--- config.mk ---
export PLATFORM = sky130hd
export DESIGN_NAME = incdec_stack
export DESIGN_NICKNAME = d
export VERILOG_FILES = /design/src/rtl/incdec_stack.sv
export SDC_FILE = /design/constraint.sdc
export NUM_CORES = 1
export LEC_CHECK = 0
export CORE_AREA = 3 3 277 252
export DETAILED_ROUTE_END_ITERATION = 8
export DIE_AREA = 0 0 280 255
export PLACE_DENSITY_LB_ADDON = 0.12
export SLEW_MARGIN = 20
export SYNTH_ARGS = -nofsm -noshare
export SYNTH_HDL_FRONTEND = slang
export SYNTH_SLANG_ARGS = --single-unit
--- constraint.sdc ---
create_clock -name clk -period 7.5 [get_ports clk]
set_clock_uncertainty 0.2 [all_clocks]
set_input_delay 1.5 -clock clk [delete_from_list [all_inputs] [get_ports clk]]
set_output_delay 1.5 -clock clk [all_outputs]
set_load 0.01 [all_outputs]
--- src/rtl/incdec_stack.sv ---
// LIFO stack of signed words with in-place compound updates on the top entry.
// Push post-increments the pointer, pop pre-decrements it.
module incdec_stack #(
  parameter int WIDTH = 32,
  parameter int DEPTH = 8
) (
  input  logic                     clk,
  input  logic                     rst,
  input  logic                     push,
  input  logic                     pop,
  input  logic [WIDTH-1:0]         push_data,
  input  logic                     op_valid,
  input  logic [2:0]               op_code,
  input  logic [WIDTH-1:0]         operand,
  output logic [WIDTH-1:0]         top,
  output logic [$clog2(DEPTH):0]   count,
  output logic                     full,
  output logic                     empty,
  output logic                     overflow,
  output logic                     underflow
);

  localparam int AW = $clog2(DEPTH);
  localparam int CW = AW + 1;
  localparam int SW = $clog2(WIDTH);

  typedef enum logic [2:0] {
    OP_ADD  = 3'd0,
    OP_SUB  = 3'd1,
    OP_SHL1 = 3'd2,
    OP_SHR  = 3'd3,
    OP_INC  = 3'd4,
    OP_DEC  = 3'd5
  } op_e;

  logic [WIDTH-1:0] mem_q [DEPTH];
  logic [CW-1:0]    count_q, count_d;
  logic             ovf_q, ovf_d;
  logic             udf_q, udf_d;

  logic             we;
  logic [AW-1:0]    widx;
  logic [WIDTH-1:0] wdata;
  logic [AW-1:0]    top_idx;
  logic [WIDTH-1:0] top_val;
  logic [WIDTH-1:0] op_res;
  logic             op_ok;
  logic             has;
  logic             is_full;
  logic             shr_big;

  // At count==DEPTH the low pointer bits wrap to 0, so -1 still lands on DEPTH-1.
  assign top_idx = count_q[AW-1:0] - AW'(1);
  assign top_val = mem_q[top_idx];
  assign has     = (count_q != '0);
  assign is_full = (count_q == CW'(DEPTH));
  assign shr_big = (operand >= WIDTH'(WIDTH));

  assign top       = has ? top_val : '0;
  assign count     = count_q;
  assign full      = is_full;
  assign empty     = !has;
  assign overflow  = ovf_q;
  assign underflow = udf_q;

  always_comb begin
    op_res = top_val;
    op_ok  = 1'b1;
    case (op_code)
      OP_ADD:  op_res = top_val + operand;
      OP_SUB:  op_res = top_val - operand;
      OP_SHL1: op_res = top_val << 1;
      OP_SHR:  op_res = shr_big ? '0 : (top_val >> operand[SW-1:0]);
      OP_INC:  op_res = top_val + WIDTH'(1);
      OP_DEC:  op_res = top_val - WIDTH'(1);
      default: op_ok  = 1'b0;
    endcase
  end

  always_comb begin
    count_d = count_q;
    ovf_d   = ovf_q;
    udf_d   = udf_q;
    we      = 1'b0;
    widx    = count_q[AW-1:0];
    wdata   = push_data;
    if (push && pop && has) begin
      we   = 1'b1;
      widx = top_idx;
    end else if (push) begin
      if (!is_full) begin
        we      = 1'b1;
        count_d = count_q + CW'(1);
      end else begin
        ovf_d = 1'b1;
      end
    end else if (pop) begin
      if (has) count_d = count_q - CW'(1);
      else     udf_d   = 1'b1;
    end else if (op_valid) begin
      if (has) begin
        we    = op_ok;
        widx  = top_idx;
        wdata = op_res;
      end else begin
        udf_d = 1'b1;
      end
    end
  end

  always_ff @(posedge clk or posedge rst) begin
    if (rst) begin
      count_q <= '0;
      ovf_q   <= 1'b0;
      udf_q   <= 1'b0;
    end else begin
      count_q <= count_d;
      ovf_q   <= ovf_d;
      udf_q   <= udf_d;
    end
  end

  // Storage is deliberately left uncleared by reset.
  always_ff @(posedge clk) begin
    if (we && !rst) mem_q[widx] <= wdata;
  end

endmodule

== Word-level counts from Yosys, hierarchy flattened ==
Memory sizes are Yosys's and may differ from the RTL's.
Cells that the tools add are included.
Operators by class
  add/sub/neg operators: 7
  order comparisons: 1
  equal/unequal tests: 7
  shift-type cells: 1
  muxes and demuxes: 29
  bitwise operators: 2
  reductions and logical operators: 14
Operators by type and width (number)
  32-bit 2-to-1 mux: 7
  32-bit case mux with 6 select lines: 1
  32-bit by 1-bit adder with 32-bit output (second input constant): 1
  32-bit adder: 1
  32-bit by 6-bit greater-or-equal comparator with 1-bit output (second input constant): 1
  32-bit by 5-bit >> shifter with 32-bit output: 1
  32-bit by 1-bit subtractor with 32-bit output (second input constant): 1
  32-bit subtractor: 1
  4-bit 2-to-1 mux: 4
  3-bit 2-to-1 mux: 5
  1-bit 2-to-1 mux: 12
  3-bit by 2-bit equality test with 1-bit output (second input constant): 2
  3-bit equality test (second input constant): 2
  3-bit AND reduction: 2
  2-bit nonzero test: 3
  6-bit OR reduction: 1
  4-bit by 1-bit adder with 4-bit output (second input constant): 1
  4-bit equality test (second input constant): 1
  4-bit AND reduction: 1
  4-bit nonzero test: 1
  4-bit by 1-bit subtractor with 4-bit output (second input constant): 1
  3-bit by 1-bit equality test with 1-bit output (second input constant): 1
  1-bit logical AND: 3
  3-bit zero test: 1
  other kinds (4): 6
Storage, ports and cells
  register bits: 6
  bits in writable memories: 256
  bits of input ports: 72
  memories kept: 1
Memory list
  mem_q: depth 8, bits a word 32, rd ports 1, clocked after Yosys merged registers in 0, write ports 1, line 36  | logic [WIDTH-1:0] mem_q [DEPTH];

== Longest topological paths before layout ==
Gate-level depths: netlist of run 1.
  depth in word-level cells: 11
  mapped depth: 23
  gate-level depth less buffers: 19

== Worst setup path before layout of run 1 ==
Ideal clock, no wire load.
  path kind: input to register
  from: input port operand[0]
  to: memory mem_q[0][31] (data pin)
  library setup time: 278 ps
  arrival time: 6966 ps
  data required time: 7022 ps
  path slack: 56 ps
  stages on the path: 23
  path buffers: 5
  cell sequence: clkbuf_1 inv_1 buf_2 buf_1 buf_1 ha_1 or4b_1 nand3b_1 nor4_2 nor3b_1 nand2_1 mux2i_1 a221o_1 ha_1 clkbuf_1 inv_1 o22ai_1 o31a_1 nor3_1 o21bai_1 a31oi_1 xnor2_1 o31ai_1
Between the ends
  longest elaborated chain between the ends: 8
  elaborated cells on any way between the ends: 11
  those cells by class: add/sub (2); order compare (1); shift (1); mux (7)
RTL lines
  from (decl): line 14  | input logic [WIDTH-1:0] operand,
  32-bit by 6-bit greater-or-equal comparator with 1-bit output / 32-bit by 5-bit >> shifter with 32-bit output (equally long branches): line 57, 73
  32-bit 2-to-1 mux: line 73  | OP_SHR: op_res = shr_big ? '0 : (top_val >> operand[SW-1:0]);
  32-bit case mux with 6 select lines (*): line 69  | case (op_code)
  32-bit 2-to-1 mux (*): line 101  | if (has) begin
  32-bit 2-to-1 mux (*): line 100  | end else if (op_valid) begin
  32-bit 2-to-1 mux (*): line 97  | end else if (pop) begin
  32-bit 2-to-1 mux (*): line 90  | end else if (push) begin
  32-bit 2-to-1 mux (*): line 87  | if (push && pop && has) begin
  via wdata[31]: line 43  | logic [WIDTH-1:0] wdata;
  to (decl): line 36
The timed path passes the listed nets; every way through them passes the cells marked *.

== Final worst setup path of run 1 ==
  from: input port operand[0]
  to: memory mem_q[6][29] (data pin)
The elaborated chain is that of the path after synthesis.

==> results of run 1 <==
-- through the flow --
stage	total power (uW)	util [%]	hold WS, ns
after floorplan	6170	-	0.303
after global placement	8930	27.5	0.252
after detailed placement	8880	27.5	0.256
after CTS	10300	28.9	0.271
after global routing	10800	28.9	0.279
final	10200	28.9	0.265
-- power groups by stage --
stage	clock, uW	sequential (uW)	combinational, uW
2_1_floorplan	0	1910	4250
4_1_cts	1390	1890	7000
3_5_place_dp	0	1920	6960
5_1_grt	1450	1900	7480
3_3_place_gp	0	1920	7010
6_report	1350	1890	6960
-- final cells by class --
class	count	share of cell area (%)
clock buffer	36	3.89
multi-input combinational	974	40.0
inverter	43	0.835
timing repair buffer	177	8.32
sequential	262	40.5
clock inverter	17	0.757
tap	874	5.65
-- cells by family after synthesis --
kind of cell | count (synthesis) | share of synthesized area (%)
simple gates | 354 | 10.3
xor+xnor | 48 | 2.62
flops | 262 | 48.8
mux | 171 | 16.9
compound gates | 364 | 14.8
fa+ha+maj | 37 | 2.98
buf+inv | 135 | 3.49
-- cells in the mapped netlist, drive strengths merged (19+ instances only) --
| cell | instances |
|---|---|
| clkbuf | 60 |
| xnor2 | 33 |
| nor2 | 131 |
| edfxtp | 256 |
| inv | 43 |
| a211oi | 19 |
| o21ai | 70 |
| mux2 | 25 |
| mux2i | 71 |
| nor3 | 40 |
| buf | 32 |
| nand2 | 88 |
| a31oi | 19 |
| mux4 | 75 |
| ha | 35 |
| a21oi | 107 |
-- per-layer routing --
layer  up-vias  GRT usage [%]  wire length [um]
met5         -              0                 0
met4         0           2.97              1160
met3        66           2.17              3060
met2       436           25.9             27300
met1      6199           24.3             28300
li1       5587              -                 -
-- critical path, stage by stage --
cell and delay [ns]:
clkdlybuf4s50_1 0.59, buf_4 0.26, nor3_1 0.81, nand3_1 0.21, or4_1 0.53, nor4b_1 0.38, xnor2_1 0.17, o21bai_1 0.13
ha_1 0.27, a211oi_1 0.35, nand2_1 0.09, o21a_1 0.20, nor3_1 0.22, a21oi_1 0.20, a211oi_1 0.55, and4_1 0.28
o22a_1 0.29
-- sequential cells by signal, summed over array words and instances, names as in the netlist --
name and cells:
count 4, underflow 1, mem_q 256, overflow 1
-- worst min-delay path by stage --
stage,to,slack [ns],cells past startpoint
6_report,overflow,0.27,2
4_1_cts,overflow,0.27,2
3_5_place_dp,overflow,0.26,2
3_3_place_gp,underflow,0.25,2
5_1_grt,overflow,0.28,2
2_1_floorplan,overflow,0.30,2
==> results.json, run 1 <==
{
  "yosysSeqAreaShare_pct": 48.8,
  "path_clk_slew_ns": 0.06,
  "setup_violations": 0,
  "p_switching_uw": 4790,
  "grt_usage_pct": 16.4,
  "required_ns": 7.66,
  "io_buffers": 111,
  "path_max_fanout": 8,
  "grt_pass1_wl_um": 86800,
  "pwr-share-comb_pct": 68.2,
  "multi_input_area_um2": 7740,
  "final_cell_mix": "edfxtp_1, nor2_1, clkdlybuf4s50_1, a21oi_1, nand2_1",
  "rsz0062_at_grt": "no",
  "place_ws_ns": 0.202,
  "timing.fmax_ghz": 0.145,
  "hold_start": "overflow",
  "max_slew.worst_pin.slew_ns": 1.11,
  "ys_ff_latch": 262,
  "fin_crit_ns": 6.90,
  "synth-edff-count": 256,
  "slew_viol_final": 0,
  "slew_headroom_pct": 26.2,
  "cts_tree": "yes",
  "overflow": 0,
  "drtPass1Iterations": 6,
  "yosys.area.top_type": "edfxtp_1",
  "crit_type": "input port to flop",
  "cts-root-buf": "clkbuf_16",
  "globalplace.congestion": 0.894,
  "seq_power_share_pct": 18.5,
  "cts_resized": 0,
  "yosys-top-cells-area": "edfxtp_1, mux4_2, mux2i_1",
  "end_kind": "flop",
  "syn_nets": 1480,
  "register_area_um2": 7840,
  "stdcell_area_um2": 19300,
  "postPlaceCellArea_um2": 18400,
  "layout-drive-gt1-share_pct": 15.2,
  "reg2reg_to": "mem_q[6][29]",
  "synth_top_area_share_pct": 47.9,
  "drtAntennaViolNets": 0,
  "vdd_drop_max_uv": 308,
  "fin_nets": 1596,
  "tns_ns": 0,
  "vias": 12288,
  "syn_to_final_growth_pct": 20.5,
  "fp-row-count": 90,
  "synth_flop_cell": "edfxtp_1",
  "crit_path_start_kind": "input port",
  "die_x_um": 280,
  "ys_async_sr_fraction_pct": 2.29,
  "cap_violations": 0,
  "hp-class": "flop to flop",
  "dp_cells": 2330,
  "cp.arrival_ns": 7.05,
  "fin_crit_sh_pct": 91.9,
  "crit_end": "mem_q[6][29]",
  "clock_sinks": 262,
  "grt_pass1_vias": 12006,
  "clk_path_buf_depth": 3,
  "ioPinCount": 112,
  "syn_inst": 1371,
  "clkPwrFrac_pct": 13.3,
  "regToRegStartpoint": "count[1]",
  "antenna_found_initial": 0,
  "power.internal_uw": 5410,
  "clk_latency_ns": 0.55,
  "antenna_cells": 0,
  "syn_area_um2": 16000,
  "start_util_pct": 23.9,
  "yosys_warnings": 0,
  "startpoint": "operand[0]",
  "h-tree-depth": 1,
  "layout_commonest_cell": "edfxtp_1",
  "wl_per_cell_um": 25.1,
  "cts_buffers": 29,
  "routed_wl_um": 59900,
  "switching_share_pct": 47.0,
  "syn_area_per_cell_um2": 11.7,
  "p_leak_uw": 0.00653,
  "fillers": 6836,
  "core_area_um2": 67000,
  "synthDistinctLibCells": 77,
  "rr_worst_depth": 15,
  "p_per_area_nw_per_um2": 528,
  "fin_cells": 2383,
  "dp_hpwl_um": 43300,
  "drtIter0Drc": 1148,
  "drc_errors": 0,
  "hold_violations": 0,
  "viasPerCell": 5.16,
  "post_cts_buffers": 0,
  "grt_max_degree": 68,
  "status": "complete, no violations",
  "r2r_slack_ns": 1.59,
  "die_area_um2": 71400,
  "hold_buffers": 0,
  "die_h_um": 255,
  "setup_ws_ns": 0.605
}
Note: power is estimated with default switching activity, not from simulation.
==> inputs of run 2 (changes only) <==
--- a/config.mk
+++ b/config.mk
@@ -5,9 +5,9 @@
 export SDC_FILE = /design/constraint.sdc
 export NUM_CORES = 1
 export LEC_CHECK = 0
-export CORE_AREA = 3 3 277 252
+export CORE_AREA = 3 3 178 163
 export DETAILED_ROUTE_END_ITERATION = 8
-export DIE_AREA = 0 0 280 255
+export DIE_AREA = 0 0 181 166
 export PLACE_DENSITY_LB_ADDON = 0.12
 export SLEW_MARGIN = 20
 export SYNTH_ARGS = -nofsm -noshare
==> run 2 against run 1 <==
Effect of this change:
- critical path depth increased by 1
- utilization increased by 40 points
- non-clock buffer count decreased by 14
- final area decreased by 4.4%
- via count increased by 1.2%
- register-to-register slack got worse by 0.44 ns
- die area decreased by 58%
- wire length decreased by 20%
- clock power decreased by 11%
- sequential power increased by 2%
- critical path type unchanged
==> results.json, run 2 (synthesized netlist as in run 1, its figures left out) <==
{
  "fp-row-count": 57,
  "met1_length_um": 19600,
  "path_clk_slew_ns": 0.06,
  "fin_crit_ns": 6.68,
  "ioPinCount": 112,
  "layout_commonest_cell": "edfxtp_1",
  "overflow": 0,
  "status": "complete, no violations",
  "die_x_um": 181,
  "crit_path_start_kind": "input port",
  "drtIter0Drc": 1663,
  "die_h_um": 166,
  "whs_ns": 0.271,
  "cts_resized": 0,
  "end_kind": "flop",
  "dr_wl_met3_um": 4890,
  "grt_pass1_wl_um": 72100,
  "highest_layer": "met4",
  "crit_type": "input port to flop",
  "rsz0062_at_grt": "no",
  "io_buffers": 111,
  "cp.arrival_ns": 6.72,
  "h-tree-depth": 1,
  "largest_reg_flops": 256,
  "clock_sinks": 262,
  "required_ns": 7.54,
  "antenna_cells": 0,
  "vias": 12430,
  "fillers": 1968,
  "syn_to_final_growth_pct": 15.2,
  "met2_length_um": 22200,
  "slew_headroom_pct": 31.7,
  "fin_nets": 1578,
  "drc_errors": 0,
  "antenna_found_initial": 0,
  "hp-class": "flop to flop",
  "p_per_area_nw_per_um2": 519,
  "clk_latency_ns": 0.53,
  "post_cts_buffers": 0,
  "cts-root-buf": "clkbuf_16",
  "drtAntennaViolNets": 0,
  "die_area_um2": 30000,
  "max_slew.worst_pin.slew_ns": 1.02,
  "clk_path_buf_depth": 3,
  "start_util_pct": 59.4,
  "path_max_fanout": 8,
  "hold_violations": 0,
  "routed_wl_um": 47900,
  "grt_usage_pct": 31.1,
  "setup_violations": 0,
  "grt_max_degree": 77,
  "timing.fmax_ghz": 0.150,
  "viasPerCell": 6.75,
  "cts_tree": "yes",
  "core_area_um2": 27000,
  "drtPass1Iterations": 5,
  "fin_crit_sh_pct": 89.0,
  "tns_ns": 0,
  "cts_buffers": 25,
  "top_register": "mem_q",
  "vdd_drop_max_uv": 380,
  "slew_viol_final": 0,
  "grt_pass1_vias": 11651,
  "wl_per_cell_um": 26.0,
  "hold_buffers": 0,
  "dp_hpwl_um": 34100,
  "globalplace.congestion": 1.03,
  "layout-drive-gt1-share_pct": 14.1,
  "final_cell_mix": "edfxtp_1, nor2_1, clkdlybuf4s50_1, a21oi_1, nand2_1",
  "p_leak_uw": 0.00641,
  "cap_violations": 0
}
run 2: metal layers:
metal | up-vias | global-route usage, %
met1 | 6118 | 45.7
met3 | 97 | 6.24
met5 | - | 0
met4 | 0 | 7.35
li1 | 5549 | -
met2 | 666 | 48.4
run 2: final cells by class:
type / instances / area [um2] / share of cell area [%]
clock buffer: 30 / 644 / 3.49
multi-input combinational: 974 / 7730 / 41.8
timing repair buffer: 163 / 1530 / 8.27
sequential: 262 / 7840 / 42.4
inverter: 43 / 161 / 0.873
clock inverter: 15 / 136 / 0.738
tap: 354 / 443 / 2.40
run 2: power by group:
part | total [uW] | internal, uW | switching (uW)
Combinational | 6460 | 2690 | 3770
Clock | 1200 | 684 | 518
Sequential | 1930 | 1850 | 86.8
run 2: worst paths after layout:
kind	cells past startpoint	endpoint	from	slack [ns]
max in group asynchronous	2	count[0]	rst	5.78
worst min register to register	2	underflow	underflow	0.27
min in group asynchronous	2	count[3]	rst	1.10
worst min-delay path	2	underflow	underflow	0.27
worst max register to register	14	mem_q[2][11]	count[0]	1.15
worst max-delay path	18	mem_q[6][27]	operand[1]	0.82
run 2: worst max-delay path, stage by stage:
cell	delay, ns
clkdlybuf4s50_1	0.44
inv_1	0.10
ha_1	0.34
or4b_1	0.58
nand3b_1	0.36
or3_1	0.44
nand3_1	0.11
o21ai_0	0.08
a221o_1	0.36
ha_1	0.35
and3_1	0.21
nand2_1	0.10
nor2_1	0.19
o211ai_1	0.18
a21oi_1	0.35
a211oi_1	0.21
a211o_1	0.32
o22ai_1	0.49
run 2: metrics by stage:
step | util, % | cells | setup WS [ns] | instance area, um2 | total power [uW]
5_1_grt | 68.4 | 1841 | 0.459 | 18500 | 10100
6_report | 68.4 | 1841 | 0.822 | 18500 | 9590
4_1_cts | 68.3 | 1840 | 0.911 | 18500 | 9510
3_3_place_gp | 65.3 | 1794 | 0.490 | 17700 | 8270
2_1_floorplan | - | 1371 | 0.0564 | 16000 | 6170
3_5_place_dp | 65.4 | 1795 | 0.394 | 17700 | 8290
==> inputs of run 3 (changes only) <==
--- a/config.mk
+++ b/config.mk
@@ -6,6 +6,7 @@
 export NUM_CORES = 1
 export LEC_CHECK = 0
 export CORE_AREA = 3 3 178 163
+export CTS_CLUSTER_DIAMETER = 50
 export DETAILED_ROUTE_END_ITERATION = 8
 export DIE_AREA = 0 0 181 166
 export PLACE_DENSITY_LB_ADDON = 0.12
==> run 3 against run 2 <==
Effect of this change:
- cell count up 0.11%
- power up 1.1%
- final area rose by 0.35%
- sequential power is essentially flat
- non-clock buffer count unchanged
- combinational power is essentially flat
- via count up 0.25%
==> results.json, run 3 (synthesized netlist as in run 1, its figures left out) <==
{
  "vias": 12461,
  "critical_path.top_delay_family": "compound AO/OA/AOI/OAI gates",
  "holdPathStages": 2,
  "antenna_found_initial": 0,
  "layout-drive-gt1-share_pct": 14.1,
  "drc_errors": 0,
  "cts-root-buf": "clkbuf_16",
  "drtIter0Drc": 1642,
  "die_x_um": 181,
  "syn_to_final_growth_pct": 15.6,
  "cts_resized": 0,
  "die_h_um": 166,
  "path_clk_slew_ns": 0.06,
  "reg2reg_to": "mem_q[1][11]",
  "grt_pass1_wl_um": 72900,
  "layout_commonest_cell": "edfxtp_1",
  "slew_viol_final": 0,
  "viasPerCell": 6.76,
  "globalplace.congestion": 1.03,
  "crit_end": "mem_q[3][27]",
  "grt_max_degree": 77,
  "dp_cells": 1795,
  "register_area_um2": 7840,
  "crit_cells": 18,
  "p_per_area_nw_per_um2": 523,
  "fin_nets": 1580,
  "p_total_uw": 9690,
  "fin_crit_sh_pct": 89.3,
  "wl_per_cell_um": 26.4,
  "p_leak_uw": 0.00644,
  "hold_violations": 0,
  "fillers": 1958,
  "path_common_cell": "ha_1",
  "startpoint": "operand[1]",
  "start_util_pct": 59.4,
  "drtPass1Iterations": 5,
  "rsz0062_at_grt": "no",
  "regToRegStartpoint": "count[0]",
  "timing.fmax_ghz": 0.149,
  "end_kind": "flop",
  "core_area_um2": 27000,
  "r2r_slack_ns": 1.02,
  "rr_worst_depth": 14,
  "h-tree-depth": 1,
  "clk_path_buf_depth": 3,
  "slowest_stage": "or4b_1",
  "grt_pass1_vias": 11723,
  "cp.arrival_ns": 6.73,
  "overflow": 0,
  "clk_latency_ns": 0.53,
  "setup_violations": 0,
  "max_slew.worst_pin.slew_ns": 1.07,
  "crit_path_start_kind": "input port",
  "ioPinCount": 112,
  "required_ns": 7.53,
  "fin_crit_ns": 6.70,
  "cts_tree": "yes",
  "dp_hpwl_um": 34100,
  "slowest_delay_ns": 0.57,
  "path_max_fanout": 8,
  "post_cts_buffers": 0,
  "clock_sinks": 262,
  "hold_buffers": 0,
  "antenna_cells": 0,
  "cap_violations": 0,
  "die_area_um2": 30000,
  "top_register": "mem_q",
  "hp-class": "flop to flop",
  "status": "complete, no violations",
  "io_buffers": 111,
  "cp_num_buf_inv": 2,
  "slew_headroom_pct": 28.4,
  "tns_ns": 0,
  "routed_wl_um": 48600,
  "vdd_drop_max_uv": 382,
  "final_cell_mix": "edfxtp_1, nor2_1, clkdlybuf4s50_1, a21oi_1, nand2_1",
  "drtAntennaViolNets": 0,
  "grt_usage_pct": 31.4,
  "fp-row-count": 57,
  "cts_buffers": 27,
  "largest_reg_flops": 256,
  "cp_cell_sequence": "clkdlybuf4s50_1 > inv_1 > ha_1 > or4b_1 > nand3b_1 > or3_1 > nand3_1 > o21ai_0 > a221o_1 > ha_1 > and3_1 > nand2_1 > nor2_1 > o211ai_1 > a21oi_1 > a211oi_1 > a211o_1 > o22ai_1",
  "fin_cells": 1843,
  "crit_type": "input port to flop",
  "multi_input_area_um2": 7730
}
-- run 3: through the flow --
| stage | hold WS [ns] | utilization (%) | area (um2) | worst slack, ns |
|---|---|---|---|---|
| after floorplan | 0.303 | - | 16000 | 0.0564 |
| final | 0.271 | 68.6 | 18600 | 0.804 |
| after detailed placement | 0.263 | 65.4 | 17700 | 0.394 |
| after CTS | 0.278 | 68.5 | 18500 | 0.907 |
| after global routing | 0.313 | 68.6 | 18600 | 0.460 |
| after global placement | 0.250 | 65.3 | 17700 | 0.490 |
-- run 3: power breakdown --
group / internal (uW) / switching, uW / total [uW]
combinational: 2690 / 3790 / 6480
clock: 736 / 543 / 1280
sequential: 1850 / 90.3 / 1940
-- run 3: layer usage --
metal	track usage, %	wire length, um
met5	0	0
met4	8.38	1430
met3	6.09	4710
met2	48.9	22500
met1	46.1	20000
-- run 3: worst min-delay path by stage --
stage | start | to
after global placement | overflow | overflow
after global routing | overflow | overflow
after CTS | underflow | underflow
final | underflow | underflow
after floorplan | overflow | overflow
after detailed placement | underflow | underflow
-- run 3: worst min-delay path, delay by kind of cell, from the launching register on --
kind / cells / cell delay, ns
buf+inv: 1 / 0.04
flops: 1 / 0.34
compound gates: 1 / 0.06
-- run 3: cell type report --
cell class	instances	share of cell area, %
Timing Repair Buffer	163	8.24
Multi-Input combinational cell	974	41.7
Clock buffer	33	3.76
Tap cell	354	2.39
Clock inverter	14	0.789
Sequential cell	262	42.3
Inverter	43	0.870
